$ cat src/rtl/pc_sequencer.sv
// Next-PC controller: owns the fetch address, sequences BOOT/RUN/REDIR_PEND,
// drives IF/ID fetch-valid and flush strobes, and counts accepted redirects.
module pc_sequencer #(
  parameter logic [31:0] RESET_PC = 32'h0000_0000
) (
  input  logic        pc_clk,
  input  logic        rst,
  input  logic        imem_ready,
  input  logic        stall_req,
  input  logic        br_taken,
  input  logic [31:0] br_target,
  input  logic        jr_en,
  input  logic [31:0] jr_target,
  input  logic        jump_en,
  input  logic [31:0] jump_target,
  output logic [31:0] pc,
  output logic [31:0] pc_plus4,
  output logic        fetch_valid,
  output logic        flush_if,
  output logic [15:0] redirect_count
);

  typedef enum logic [1:0] {BOOT, RUN, REDIR_PEND} state_t;

  state_t      state_reg, state_next;
  logic [31:0] pc_reg, pc_next;
  logic [31:0] pend_reg, pend_next;
  logic [15:0] count_reg;
  logic        redir;
  logic [31:0] raw_target, target;

  assign redir    = br_taken | jr_en | jump_en;
  // EX-stage branch is the oldest instruction, so it wins over ID-stage jumps.
  assign raw_target = br_taken ? br_target : (jr_en ? jr_target : jump_target);
  assign target   = {raw_target[31:2], 2'b00};
  assign pc_plus4 = pc_reg + 32'd4;
  assign pc       = pc_reg;
  assign redirect_count = count_reg;

  always_comb begin
    state_next  = state_reg;
    pc_next     = pc_reg;
    pend_next   = pend_reg;
    fetch_valid = 1'b0;
    flush_if    = 1'b0;
    case (state_reg)
      BOOT: begin
        state_next = RUN;
      end
      RUN: begin
        if (redir) begin
          flush_if = 1'b1;
          if (imem_ready) begin
            pc_next = target;
          end else begin
            pend_next  = target;
            state_next = REDIR_PEND;
          end
        end else if (!stall_req && imem_ready) begin
          pc_next     = pc_plus4;
          fetch_valid = 1'b1;
        end
      end
      REDIR_PEND: begin
        // Newest redirect replaces the parked target; stalls are irrelevant here.
        if (redir) begin
          flush_if  = 1'b1;
          pend_next = target;
          if (imem_ready) begin
            pc_next    = target;
            state_next = RUN;
          end
        end else if (imem_ready) begin
          pc_next    = pend_reg;
          state_next = RUN;
        end
      end
      default: begin
        state_next = BOOT;
      end
    endcase
    if (rst) begin
      fetch_valid = 1'b0;
      flush_if    = 1'b0;
    end
  end

  always_ff @(posedge pc_clk) begin
    if (rst) begin
      state_reg <= BOOT;
      pc_reg    <= RESET_PC;
      pend_reg  <= 32'h0000_0000;
      count_reg <= 16'h0000;
    end else begin
      state_reg <= state_next;
      pc_reg    <= pc_next;
      pend_reg  <= pend_next;
      if (flush_if && (count_reg != 16'hFFFF))
        count_reg <= count_reg + 16'd1;
    end
  end

endmodule

$ cat config.mk
export PLATFORM = sky130hd
export DESIGN_NAME = pc_sequencer
export DESIGN_NICKNAME = d
export VERILOG_FILES = /design/src/rtl/pc_sequencer.sv
export SDC_FILE = /design/constraint.sdc
export NUM_CORES = 1
export LEC_CHECK = 0
export BUFFER_PORTS_ARGS = -buffer_cell sky130_fd_sc_hd__buf_4
export CAP_MARGIN = 20
export CORE_AREA = 2 2 104 106
export CTS_CLUSTER_SIZE = 20
export DETAILED_ROUTE_END_ITERATION = 16
export DIE_AREA = 0 0 106 108
export MAX_ROUTING_LAYER = met4
export PLACE_DENSITY_LB_ADDON = 0.3
export SETUP_SLACK_MARGIN = 0.02
export SKIP_LAST_GASP = 1
export SLEW_MARGIN = 20
export SYNTH_ARGS = -nofsm -noshare
export SYNTH_HDL_FRONTEND = slang
export SYNTH_SLANG_ARGS = --single-unit
export TNS_END_PERCENT = 100
$ cat constraint.sdc
create_clock -name pc_clk -period 2.7 [get_ports pc_clk]
set_input_delay 0.405 -clock pc_clk [delete_from_list [all_inputs] [get_ports pc_clk]]
set_output_delay 0.405 -clock pc_clk [all_outputs]
set_load 0.03 [all_outputs]
==> results.yml, run 1 <==
cts:
  cts_tree: "yes"
  clock_path_buffers: 2
  holdBufCountCts: 0
  clock_latency_ns: 0.35
  clock-sinks: 80
  numCtsBuffers: 9
  htree_levels: 3
  root_buffer: "clkbuf_8"
  clk_pin_slew_ns: 0.08
detailed_routing:
  first_pass_iters: 7
  drcViolationCount: 0
  vias: 5633
  viasPerCell: 5.85
  ant_nets: 0
  wl_per_cell_um: 17.4
  wl_um: 16800
  dr.first_iter.drc_count: 282
synth:
  yosysSeqAreaShare_pct: 31.7
  syn_nets: 751
  synthCells: 643
  ys_warn_count: 0
  synth_ff_type: "dfxtp_1"
  yosysUniqueCellTypes: 55
  avgSynthCellArea_um2: 7.86
  ys_ff_latch: 80
  netlist_area_mm2: 0.00506
  async_flop_share_pct: 0
  synth-edff-count: 0
setup_path:
  required_ns: 2.30
  arrival_ns: 2.24
  slowest_delay_ns: 0.54
  crit_fanout: 7
  critPathLaunchType: "register"
  r2r_slack_ns: 0.41
  path_cells: "ha_2, nand3_1, or4_4, o21a_1, or2_2, buf_6"
  critPathKind: "reg -> out"
  worst_setup_path_end_kind: "primary output"
  crit_slowest_cell: "or4_4"
timing:
  post-route-period-util_pct: 98.0
  slew_viol_final: 0
  setup_viol: 0
  fin_skew_ns: 0.00830
  fin_setup_tns_ns: 0
  fmax_mhz: 378
  slew_headroom_pct: 49.7
  rsz0062_at_grt: "yes"
  final_hold_viol_count: 0
  worstMarginPinSlew_ns: 0.753
  min_period_ns: 2.65
place:
  placed_cell_area_mm2: 0.00664
  gp_congestion: 0.915
  port_buffers: 178
  dpl.hpwl_um: 12300
pwr:
  p_leak_uw: 0.00312
  pwr-share-seq_pct: 37.8
  p_sw_uw: 1350
  p_int_uw: 2430
  combPwrFrac_pct: 35.7
  ir_worst_vdd_uv: 345
  p_clk_share_pct: 26.5
  p_sw_share_pct: 35.7
  power.density_mw_per_mm2: 533
layout:
  drive_gt1_share_pct: 37.0
  area_growth_pct: 40.6
  largest_reg_flops: 32
  diodes: 0
  final_cell_mix: "buf_4, nor2_1, dfxtp_1"
  design_area_mm2: 0.00711
  fin_nets: 931
  layout_commonest_cell: "buf_4"
die:
  dieArea_mm2: 0.0114
  core_area_mm2: 0.0102
  die_w_um: 106
  rows: 37
  start_util_pct: 49.4
  io_pins: 185
  die_height_um: 108
run_status:
  status: "finished clean"
job:
  max-cap-violations: 0
grt:
  antenna_found_initial: 0
  globalRouteTotalUtil_pct: 29.2
  grt_pass1_vias: 5319
  grt_max_degree: 45
  grt_overflow: 0
  grt_pass1_wl_um: 25800
min_path:
  hp-class: "in -> reg"
==> worst max-delay path: cells and delay by family (launching register included) <==
| family | cells | cell delay (ns) |
|---|---|---|
| buf+inv | 1 | 0.15 |
| simple gates | 3 | 0.98 |
| compound gates | 1 | 0.23 |
| fa+ha+maj | 1 | 0.18 |
| flops | 1 | 0.36 |
==> cell families (layout without fill, tap and decap cells) <==
group                    count (synthesis)  after routing  share of synthesized area (%)
flip-flops                              80             80                           31.7
XOR/XNOR                                36             36                           6.24
buffers and inverters                   58            242                           4.70
adder cells (fa/ha/maj)                  5              5                           1.24
multiplexers                            69             69                           14.4
AND/OR/NAND/NOR                        229            229                           21.5
AO/OA/AOI/OAI                          166            166                           20.3
==> cells in the mapped netlist (11+ instances only) <==
library cell | instances | share of area, %
nor3_1 | 16 | 1.6
xnor2_1 | 23 | 4.0
inv_1 | 11 | 0.82
nand3_1 | 22 | 2.2
clkbuf_1 | 26 | 1.9
xor2_1 | 13 | 2.3
mux2_2 | 30 | 6.7
nand2_1 | 41 | 3.0
dfxtp_1 | 80 | 32
a21oi_1 | 69 | 6.8
nor2_1 | 97 | 7.2
o21ai_0 | 32 | 3.2
mux2i_1 | 39 | 7.7
==> routing by layer <==
layer	GRT usage (%)	vias up	share of wire [%]
met2	51.4	277	51
met4	11.3	0	2.7
met3	4.04	34	7.6
li1	-	2669	-
met5	-	-	0
met1	33.9	2653	39
==> power by group through the flow <==
stage | clock (uW) | combinational (uW) | sequential [uW]
global route | 1060 | 1440 | 1450
detailed placement | 0 | 1310 | 1450
global placement | 0 | 1280 | 1440
CTS | 1010 | 1330 | 1420
finish | 1000 | 1350 | 1430
floorplan | 0 | 679 | 1560
==> repair_timing <==
item,4_1_cts,5_1_grt
pin swaps,5,4
endpoints found under the setup margin,15,17
gates resized for setup,16,24
setup buffers,7,3
==> stage by stage <==
stage               total power [uW]  util [%]  instances  setup slack [ns]  hold WS, ns
floorplan                       2240         -        643            0.0284        0.449
global placement                2720      64.9        938             0.225        0.460
CTS                             3760      68.3        960           -0.0734        0.432
detailed placement              2760      64.9        938             0.152        0.475
global route                    3950      69.5        963           -0.0395        0.471
finish                          3790      69.5        963            0.0550        0.448
==> worst paths after layout <==
path / startpoint / to / depth (start not counted)
setup reg to reg: state_reg[0]$_SDFFE_PP0P_ / pc[10]$_SDFFE_PP0P_ / 7
setup / recovery: pc[2]$_SDFFE_PP0P_ / pc_plus4[20] / 6
hold reg to reg: pend_reg[24]$_SDFFE_PP0P_ / pend_reg[24]$_SDFFE_PP0P_ / 2
hold / removal: br_target[11] / pend_reg[11]$_SDFFE_PP0P_ / 5
==> final cells by class <==
| type | instances | area, um2 |
|---|---|---|
| Clock inverter | 3 | 65.1 |
| Fill cell | 809 | 3120 |
| Timing Repair Buffer | 214 | 1640 |
| Inverter | 13 | 48.8 |
| Tap cell | 136 | 170 |
| Multi-Input combinational cell | 505 | 3410 |
| Sequential cell | 80 | 1620 |
| Clock buffer | 12 | 155 |
(Power assumes the default switching activity.)
==> run 2: changes to the inputs <==
ABC_AREA = 1   (was unset)
CORE_AREA = 2 2 108 110   (was 2 2 104 106)
DIE_AREA = 0 0 110 112   (was 0 0 106 108)
SKIP_CTS_REPAIR_TIMING = 1   (was unset)
==> results.yml, run 2 <==
detailed_routing:
  vias: 6308
  wl_um: 17000
  drcViolationCount: 0
  viasPerCell: 5.25
  first_pass_iters: 5
  wl_per_cell_um: 14.1
  dr.first_iter.drc_count: 586
  ant_nets: 0
setup_path:
  path_cells: "ha_1, nand2_2, nor2_4, nand2_2, nor2_4, xor2_1, buf_4"
  path_buf_inv: 1
  rr_startpoint: "redirect_count[0]$_SDFFE_PP0P_"
  crit_slowest_cell: "dfxtp_1"
  arrival_ns: 2.12
  slowest_delay_ns: 0.45
  critPathLaunchType: "register"
  worst_setup_path_end_kind: "primary output"
  critPathTopFamily: "simple AND/OR/NAND/NOR gates"
  required_ns: 2.30
  r2r-end: "redirect_count[0]$_SDFFE_PP0P_"
  r2r_slack_ns: 0.55
  critPathKind: "reg -> out"
  r2r_cells: 8
  crit_fanout: 6
layout:
  final_cell_mix: "nand2_1, buf_4, nor2_1"
  multi_input_area_mm2: 0.00332
  nFillCells: 1068
  largest_reg_flops: 32
  area_growth_pct: 31.8
  fin_nets: 1162
  layout_commonest_cell: "nand2_1"
  drive_gt1_share_pct: 23.0
  diodes: 0
  post-route-util_pct: 64.4
  seq_area_mm2: 0.00160
synth:
  synth_ff_type: "dfxtp_1"
  async_flop_share_pct: 0
  synth_top_family_by_area: "simple AND/OR/NAND/NOR gates"
  synth_mux_area_share_pct: 0
  synth_top_area_share_pct: 29.3
  synth-simple-area-share_pct: 35.2
  syn_nets: 1007
  avgSynthCellArea_um2: 6.08
  synthCells: 899
  yosys.area_share.adder_pct: 1.15
  ys_warn_count: 0
  synth-edff-count: 0
  yosysTopAreaCell: "dfxtp_1"
  yosysSeqAreaShare_pct: 29.3
  yosysUniqueCellTypes: 37
  netlist_area_mm2: 0.00546
  synthTopCellsByCount: "nand2_1, nor2_1, a21oi_1"
  ys_top_cells_by_area: "dfxtp_1, nand2_1, a21oi_1"
  synth-compound-area-share_pct: 20.9
  yosys.area_share.xor_xnor_pct: 3.46
  yosysMostFrequentCell: "nand2_1"
  ys_ff_latch: 80
die:
  core_area_mm2: 0.0112
  start_util_pct: 48.9
  rows: 39
  die_w_um: 110
  io_pins: 185
  dieArea_mm2: 0.0123
  die_height_um: 112
place:
  port_buffers: 178
  gp_congestion: 0.954
  dpl.hpwl_um: 12800
cts:
  cts_tree: "yes"
  clock_latency_ns: 0.34
  clk_pin_slew_ns: 0.06
  clock-sinks: 80
  htree_levels: 3
  root_buffer: "clkbuf_16"
  numCtsBuffers: 9
  clock_path_buffers: 2
grt:
  use_met1_pct: 39.8
  grt_pass1_wl_um: 27200
  grt_pass1_vias: 5511
  global_route.usage.met2_pct: 42.9
  grt-busiest-layer: "met2"
  globalRouteTotalUtil_pct: 28.5
  grt_max_degree: 69
  antenna_found_initial: 0
  grt_overflow: 0
  grtUsageMet3_pct: 3.40
run_status:
  status: "finished clean"
pwr:
  p_leak_uw: 0.00338
  ir_worst_vdd_uv: 449
  power.density_mw_per_mm2: 934
timing:
  post-route-period-util_pct: 93.5
  fin_setup_tns_ns: 0
  rsz0062_at_grt: "no"
  fin_skew_ns: 0.00531
  setup_viol: 0
  slew_viol_final: 0
  fmax_mhz: 396
  worstMarginPinSlew_ns: 0.630
  final_hold_viol_count: 0
  slew_headroom_pct: 58.0
  min_period_ns: 2.52
min_path:
  hold_depth: 2
  hp-class: "in -> reg"
  min_from: "rst"
  whs_endpoint: "pc[2]$_SDFFE_PP0P_"
job:
  max-cap-violations: 0
## run 2: cell types whose count changed in the layout (fill, tap and decap cells not counted), sizes merged, moves of 36 or more
cell / delta
nor2: +36
nand2: +219
mux2i: -39
inv: +75
o21ai: +44
## run 2: cell type report
| type | count | area share [%] |
|---|---|---|
| clock buffers | 11 | 3.23 |
| clock inverters | 5 | 1.44 |
| inverters | 86 | 4.52 |
| multi-input cells | 687 | 46.1 |
| flip-flops and latches | 80 | 22.3 |
| well taps | 143 | 2.49 |
| repair buffers | 190 | 20.0 |
## run 2: metal layers
layer	vias up	part of all wire, %
met5	-	0
li1	3220	-
met1	2779	45
met4	0	1.8
met2	283	45
met3	26	7.7
## run 2: cells by family (layout without fill, tap and decap cells)
group           count (synthesis)  count (layout)
buf+inv                       132             292
flops                          80              80
compound gates                209             209
xor+xnor                       19              19
fa+ha+maj                       5               5
simple gates                  454             454
## run 2: how the worst max path moves through the flow
stage | startpoint | endpoint | cells past startpoint
after floorplan | br_taken | fetch_valid | 5
after global placement | br_taken | redirect_count[13]$_SDFFE_PP0P_ | 10
after detailed placement | br_taken | redirect_count[8]$_SDFFE_PP0P_ | 10
after CTS | pc[2]$_SDFFE_PP0P_ | pc_plus4[12] | 7
after global routing | pc[2]$_SDFFE_PP0P_ | pc_plus4[14] | 7
final | pc[2]$_SDFFE_PP0P_ | pc_plus4[12] | 7
## run 2: report_power, final
group | internal (uW) | leakage, uW | switching, uW
Sequential | 1590 | 0.000657 | 455
Clock | 906 | 0.000164 | 492
Combinational | 1150 | 0.00255 | 2140
## run 2: per-stage QoR
stage | instances | total power (uW) | instance area (um2) | setup slack [ns] | hold WS [ns]
after floorplan | 899 | 4120 | 5460 | 0.395 | 0.475
after global routing | 1202 | 7090 | 7200 | 0.0883 | 0.384
after CTS | 1202 | 6700 | 7200 | 0.215 | 0.375
after detailed placement | 1186 | 5290 | 6860 | 0.429 | 0.457
after global placement | 1186 | 5240 | 6860 | 0.500 | 0.452
final | 1202 | 6720 | 7200 | 0.175 | 0.384
